`src/rtl/imu_pkg.sv`:
```
// Shared IMU definitions: scheduler state encoding and default channel geometry
// used across the IMU source, filter and packer blocks.
package imu_pkg;

    typedef enum logic {
        IDLE = 1'b0,
        SEND = 1'b1
    } imu_state_e;

    localparam int IMU_WIDTH  = 16;
    localparam int IMU_NUM_CH = 3;
    localparam int IMU_CH_W   = 2;

endpackage

```
`src/rtl/imu_tick_divider.sv`:
```
// Sample-rate divider: one-cycle tick every DIV clocks while enabled;
// the counter is parked at zero whenever enable is low.
module imu_tick_divider #(
    parameter int DIV = 100
) (
    input  logic clk,
    input  logic rst_n,
    input  logic enable,
    output logic tick
);

    localparam int CW = (DIV > 2) ? $clog2(DIV) : 1;
    localparam logic [CW-1:0] LAST = CW'(DIV - 1);

    logic [CW-1:0] div_cnt;

    // NOTE: sequential state is always assigned with <= so every flop samples pre-edge values.
    always_ff @(posedge clk) begin
        if (!rst_n) begin
            div_cnt <= '0;
        end else if (!enable || div_cnt == LAST) begin
            div_cnt <= '0;
        end else begin
            div_cnt <= div_cnt + 1'b1;
        end
    end

    assign tick = enable && (div_cnt == LAST);

endmodule

```
`src/rtl/imu_frame_scheduler.sv`:
```
// Snapshots all IMU channels on each sample tick and serialises the enabled ones
// onto a valid/ready stream tagged with channel ID and end-of-frame.
module imu_frame_scheduler
    import imu_pkg::*;
#(
    parameter int WIDTH  = IMU_WIDTH,
    parameter int NUM_CH = IMU_NUM_CH,
    parameter int CH_W   = IMU_CH_W,
    parameter int DIV    = 100,
    parameter int CNT_W  = 8
) (
    input  logic                    clk,
    input  logic                    rst_n,
    input  logic                    enable,
    input  logic [NUM_CH-1:0]       ch_en,
    input  logic [NUM_CH*WIDTH-1:0] ch_samples,
    output logic                    m_valid,
    input  logic                    m_ready,
    output logic [WIDTH-1:0]        m_data,
    output logic [CH_W-1:0]         m_ch,
    output logic                    m_last,
    output logic                    busy,
    output logic [CNT_W-1:0]        overrun_cnt
);

    imu_state_e        state, state_n;
    logic              tick;
    logic              capture;
    logic [CH_W-1:0]   idx, idx_n;
    logic [NUM_CH-1:0] mask;
    logic [WIDTH-1:0]  snapshot [NUM_CH];
    logic [WIDTH-1:0]  samples_in [NUM_CH];
    logic              valid_n, last_n, busy_n;
    logic [WIDTH-1:0]  data_n;

    imu_tick_divider #(.DIV(DIV)) u_tick_divider (
        .clk    (clk),
        .rst_n  (rst_n),
        .enable (enable),
        .tick   (tick)
    );

    // Lowest set bit of m at or above position start (0 when none).
    function automatic logic [CH_W-1:0] lowest_from(input logic [NUM_CH-1:0] m, input int start);
        logic [CH_W-1:0] r;
        r = '0;
        for (int i = NUM_CH - 1; i >= 0; i--) begin
            if (i >= start && m[i]) r = CH_W'(i);
        end
        return r;
    endfunction

    function automatic logic any_from(input logic [NUM_CH-1:0] m, input int start);
        logic hit;
        hit = 1'b0;
        for (int i = 0; i < NUM_CH; i++) begin
            if (i >= start && m[i]) hit = 1'b1;
        end
        return hit;
    endfunction

    always_comb begin
        for (int i = 0; i < NUM_CH; i++) begin
            samples_in[i] = ch_samples[i*WIDTH +: WIDTH];
        end
    end

    // NOTE: every always_comb output gets a default first so no path can infer a latch.
    always_comb begin
        state_n = state;
        idx_n   = idx;
        valid_n = m_valid;
        data_n  = m_data;
        last_n  = m_last;
        busy_n  = busy;
        capture = 1'b0;
        case (state)
            IDLE: begin
                if (tick && ch_en != '0) begin
                    capture = 1'b1;
                    state_n = SEND;
                    idx_n   = lowest_from(ch_en, 0);
                    data_n  = samples_in[idx_n];
                    last_n  = !any_from(ch_en, int'(idx_n) + 1);
                    valid_n = 1'b1;
                    busy_n  = 1'b1;
                end
            end
            SEND: begin
                if (m_ready) begin
                    if (m_last) begin
                        state_n = IDLE;
                        valid_n = 1'b0;
                        last_n  = 1'b0;
                        busy_n  = 1'b0;
                    end else begin
                        idx_n  = lowest_from(mask, int'(idx) + 1);
                        data_n = snapshot[idx_n];
                        last_n = !any_from(mask, int'(idx_n) + 1);
                    end
                end
            end
            default: state_n = IDLE;
        endcase
    end

    always_ff @(posedge clk) begin
        if (!rst_n) begin
            state <= IDLE;
        end else begin
            state <= state_n;
        end
    end

    // NOTE: the snapshot array is small and must read back as zero after reset, so it is reset explicitly.
    always_ff @(posedge clk) begin
        if (!rst_n) begin
            idx         <= '0;
            mask        <= '0;
            m_valid     <= 1'b0;
            m_data      <= '0;
            m_last      <= 1'b0;
            busy        <= 1'b0;
            overrun_cnt <= '0;
            for (int i = 0; i < NUM_CH; i++) begin
                snapshot[i] <= '0;
            end
        end else begin
            idx     <= idx_n;
            m_valid <= valid_n;
            m_data  <= data_n;
            m_last  <= last_n;
            busy    <= busy_n;
            if (capture) begin
                mask <= ch_en;
                for (int i = 0; i < NUM_CH; i++) begin
                    snapshot[i] <= samples_in[i];
                end
            end
            // A tick arriving while a frame drains, even on its last handshake, is dropped.
            if (tick && state == SEND && !(&overrun_cnt)) begin
                overrun_cnt <= overrun_cnt + 1'b1;
            end
        end
    end

    assign m_ch = idx;

endmodule

```
`config.mk`:
```
export PLATFORM = sky130hd
export DESIGN_NAME = imu_frame_scheduler
export DESIGN_NICKNAME = d
export VERILOG_FILES = /design/src/rtl/imu_pkg.sv /design/src/rtl/imu_tick_divider.sv /design/src/rtl/imu_frame_scheduler.sv
export SDC_FILE = /design/constraint.sdc
export NUM_CORES = 1
export LEC_CHECK = 0
export CAP_MARGIN = 15
export CELL_PAD_IN_SITES_DETAIL_PLACEMENT = 1
export CELL_PAD_IN_SITES_GLOBAL_PLACEMENT = 1
export CORE_MARGIN = 2
export CORE_UTILIZATION = 36
export CTS_BUF_LIST = sky130_fd_sc_hd__clkbuf_16
export DETAILED_ROUTE_END_ITERATION = 12
export HOLD_SLACK_MARGIN = 0.06
export PLACE_DENSITY = 0.75
export SYNTH_ARGS = -nofsm -noshare
export SYNTH_HDL_FRONTEND = slang
export SYNTH_SLANG_ARGS = --single-unit
```
`constraint.sdc`:
```
create_clock -name clk -period 3.45 [get_ports clk]
set_clock_uncertainty 0.15 [all_clocks]
set_input_delay 1.035 -clock clk [delete_from_list [all_inputs] [get_ports clk]]
set_output_delay 1.035 -clock clk [all_outputs]
set_load 0.05 [all_outputs]
```
# Word-level counts from Yosys, hierarchy flattened
# Memory sizes are Yosys's and may differ from the RTL's.
# Index checks and enable logic that the tools add are counted.
word_totals:
  register_bits: 39
  latch_bits: 0
  ramBits: 48
  romBits: 0
  input_bits: 55
  output_inout_bits: 29
  word_cells: 112
  mem_count: 1
mem_list:
  columns: ["name", "words", "width", "read_ports", "rd_ports_with_merged_regs", "write_ports", "line", "text"]
  rows:
  - ["snapshot", 3, 16, 1, 0, 3, "imu_frame_scheduler.sv:31", "logic [WIDTH-1:0] snapshot [NUM_CH];"]
op_classes:
  n_addsub: 5
  multipliers: 0
  n_div: 0
  magnitude_cmp: 10
  n_eq_ne: 5
  n_shift: 0
  n_mux: 53
  bitwise: 6
  n_reduce_logical: 24
ops:
  columns: ["operator", "count"]
  rows:
  - ["$mux W16", 8]
  - ["$bmux W16 S2", 1]
  - ["$pmux W16 S2", 1]
  - ["$mux W2", 14]
  - ["$mux W1", 25]
  - ["$ge A1 B3 Y1 const A", 6]
  - ["$logic_and A1 B1 Y1", 13]
  - ["$add A2 B1 Y3 const B", 3]
  - ["$ge A2 B3 Y1 const A", 3]
  - ["$add A8 B1 Y8 const B", 1]
  - ["$ne A2 B2 Y1 const B", 4]
  - ["$reduce_and A8 Y1", 1]
  - ["$add A7 B1 Y7 const B", 1]
  - ["$eq A7 B7 Y1 const B", 1]
  - ["$pmux W1 S2", 3]
  - ["$reduce_and A3 Y1", 2]
  - ["$logic_not A1 Y1", 4]
  - ["$pmux W2 S2", 1]
  - ["$ge A3 B3 Y1 const B", 1]
  - ["$not A2 Y3", 1]
  - ["$or A1 B1 Y1", 3]
  - ["$reduce_bool A3 Y1", 1]
  - ["$not A1 Y1", 2]
  - ["$reduce_and A2 Y1", 1]
  - ["2 further kinds", 2]

# Longest topological paths before layout
logic_depth:
  word_depth: 22
  depth_mapped: 6
  mapped_depth_nobuf: 5

# Modules after synthesis
# Synthesis repeated with hierarchy kept, for this count alone.
unflattened:
  cells_unflattened: 390
  hier_area_um2: 4175.3
by_module_without_submodules:
  columns: ["module", "instances", "cells_each", "area_each_um2", "seq_area_each_um2"]
  rows:
  - ["imu_frame_scheduler", 1, 356, 3849.9, 2062.0]
  - ["imu_tick_divider", 1, 34, 325.3, 140.1]

# Least setup slack after synthesis
# OpenSTA, ideal clock, no wires.
synth_path:
  path_type: "input to register"
  start: "input port enable"
  end: "memory snapshot[0][0] (netlist name) (enable)"
  setup_time_ns: 0.413
  arrival_time_ns: 3.144
  t_required_ns: 2.887
  slack_ns: -0.258
  cell_stages: 5
  path_buffers: 2
  path_cell_list: "nand3_1 nor4_1 buf_2 clkbuf_1 nand2b_1"
synth_rtl:
  columns: ["element", "line", "text"]
  rows:
  - ["start, declared", "imu_frame_scheduler.sv:14", "input logic enable,"]
  - ["end, declared", "imu_frame_scheduler.sv:31", null]

# Final worst setup path
layout_path:
  start: "register m_last"
  end: "output port m_last"
layout_rtl:
  columns: ["element", "line", "text"]
  rows:
  - ["start, declared", "imu_frame_scheduler.sv:21", "output logic m_last,"]
  - ["start signal, assigned", "imu_frame_scheduler.sv:132", "m_last <= last_n;"]
# No word-level cell between the ends.

==> results_dict.tcl <==
set metrics [dict create \
    grt.total_usage_pct 18.9 \
    die_height_um 111 \
    drive_above_1_share_pct 8.26 \
    io-pin-count 84 \
    place_area_um2 5130 \
    final_antenna_net_count 0 \
    p_leak_nw 2.04 \
    fin_nets 513 \
    areaGrowthSynthToFinish_pct 30.7 \
    final_cell_mix "82 x clkdlybuf4s50_1, 51 x and3_1, 48 x edfxtp_1" \
    synth_nets 442 \
    hold_class "flip-flop to flip-flop" \
    synth_mux_area_share_pct 1.24 \
    critPathRequiredTime_ps 2260 \
    die_area_um2 12300 \
    hold-path-endpoint "u_tick_divider.div_cnt[0]$_SDFF_PP0_" \
    synth-compound-area-share_pct 22.5 \
    relSlewSlack_pct 56.1 \
    r2r_slack_ps 990 \
    status "finished clean" \
    first_global_vias 3666 \
    syn_area_per_cell_um2 10.7 \
    pre_cts_ws_ps 352 \
    cpPeakStageDelay_ps 850 \
    r2r_cells 5 \
    htreeDepth 3 \
    postCtsSetupBuffers 0 \
    min_path_cells 1 \
    slowest_stage "clkdlybuf4s50_1" \
    fin_crit_sh_pct 81.4 \
    routed_wl_um 11600 \
    critical_path.startpoint "m_last$_SDFFE_PN0P_" \
    clk_latency_ps 340 \
    dr_total_vias 3458 \
    path_delay_family "buffers and inverters" \
    p_total_mw 2.15 \
    dp_cells 588 \
    synth_simple_gate_area_share_pct 14.8 \
    end_kind "primary output" \
    startpoint_type "flip-flop" \
    fin_ws_ps 641 \
    hp-start "u_tick_divider.div_cnt[0]$_SDFF_PP0_" \
    power_density_nw_per_um2 398 \
    syn_area_um2 4120 \
    fin_area_um2 5390 \
    r2r-start "u_tick_divider.div_cnt[0]$_SDFF_PP0_" \
    root_buffer "clkbuf_16" \
    postSynthCellCount 385 \
    ctsResizeCount 0 \
    synth_fa_ha_area_share_pct 0.850 \
    initial_core_util_pct 36.4 \
    rsz0062_at_grt "false" \
    drcViolationCount 0 \
    synth_xor_area_share_pct 1.27 \
    drtPass1Iterations 4 \
    place_congestion 0.750 \
    cp_max_fo 6 \
    finalSetupViolCount 0 \
    fin_cells 603 \
    cts-buffers-inserted 9 \
    fp-row-count 39 \
    hold_viol_final 0 \
    diodes 0 \
    grt_max_degree 42 \
    final_max_slew_viol_count 0 \
    overflow 0 \
    finalSetupTns_ps 0 \
    crit_arrival_ps 1620 \
    cts_hold_buf 0 \
    antenna_found_initial 0 \
    async_flop_share_pct 0 \
    tightest_slew_ps 659 \
    ys_seq_area_share_pct 53.4 \
    path_buf_inv 1 \
    synth-warning-count 0 \
    dp_hpwl_um 7740 \
    drv_cap 0 \
    vias_per_cell 5.73 \
    synth_cell_type_count 49 \
    whs_ps 299 \
    postLayoutCoreUtil_pct 47.6 \
    synth-seq-cells 86 \
    irDropWorstVdd_mv 0.177 \
    numClockSinks 86 \
    path_cells "clkdlybuf4s50_1" \
    r2r-end "overrun_cnt[6]$_SDFFE_PN0P_" \
    critPathKind "flip-flop to primary output" \
    max_freq_mhz 356 \
    min_period_ps 2810 \
    synth_edf_count 48 \
    grt_pass1_wl_um 18700 \
    cts_tree "yes" \
    core-area_um2 11300 \
    final_common_cell "clkdlybuf4s50_1" \
    clk_pin_slew_ps 60 \
    die_w_um 111 \
    port-buffer-count 83 \
    synth_top_family_by_area "compound AO/OA/AOI/OAI gates" \
    cts_buffer_depth 2 \
    post_drt_wl_per_cell_um 19.3 \
    first_iter_violations 140 \
    ys.flop_type "edfxtp_1" \
    fillerInstances 1256 \
]
==> logic make-up after synthesis <==
logic type,count (synthesis)
xor gates and xnor gates,6
DFF,86
buffers and inverters,62
adders and majority gates,3
AOI/OAI and AO/OA,120
and+or+nand+nor,103
muxes,5
==> cell usage after synthesis (4+ instances only) <==
master,n,area [µm²]
and3_1,51,319
a31oi_1,17,106
clkbuf_1,35,131
edfxtp_1,48,1440
nand2b_1,5,31.3
a2bb2oi_1,16,140
nor2_1,16,60.1
xnor2_1,4,35.0
nand2_1,6,22.5
nand3_1,6,30.0
a21oi_1,9,45.0
mux2i_1,4,40.0
o221ai_1,32,280
o31a_1,15,131
inv_1,23,86.3
o21ai_0,17,85.1
dfxtp_1,38,761
==> worst max-delay path by stage <==
stage / cells after the start / slack [ps] / end
after floorplan: 5 / 290 / snapshot[0][0]$_SDFFCE_PN0P_
after global placement: 5 / 380 / overrun_cnt[6]$_SDFFE_PN0P_
after detailed placement: 5 / 350 / overrun_cnt[6]$_SDFFE_PN0P_
after CTS: 1 / 640 / m_last
after global routing: 6 / 600 / busy$_SDFFE_PN0P_
final: 1 / 640 / m_last
==> layout make-up <==
cell class,instances,area (µm²),share of cell area [%]
sequential,86,2200,40.9
multi-input combinational,237,1680,31.2
timing repair buffer,99,983,18.2
clock buffer,9,225,4.18
tap,143,179,3.32
inverter,23,86.3,1.60
clock inverter,6,30.0,0.557
==> state kept, by name, summed over array words and instances, names as in the netlist <==
name and count:
u_tick_divider.div_cnt 7, busy 1, state 1, m_ch 2, snapshot 48, overrun_cnt 8
m_data 16, m_last 1, mask 2
==> routing by layer <==
layer | track usage, % | up-vias | share of wire, %
met4 | 8.97 | 0 | 2.3
met2 | 33.7 | 76 | 51
li1 | - | 1644 | -
met1 | 22.5 | 1723 | 43
met3 | 2.68 | 15 | 3.4
met5 | 0 | - | 0
==> report_power, final <==
group          total (mW)  internal (mW)  switching, mW
logic               0.172         0.0904         0.0818
clock network       0.856          0.475          0.382
registers            1.12           1.11        0.00938
No activity file was read; power rests on OpenSTA's default activity.
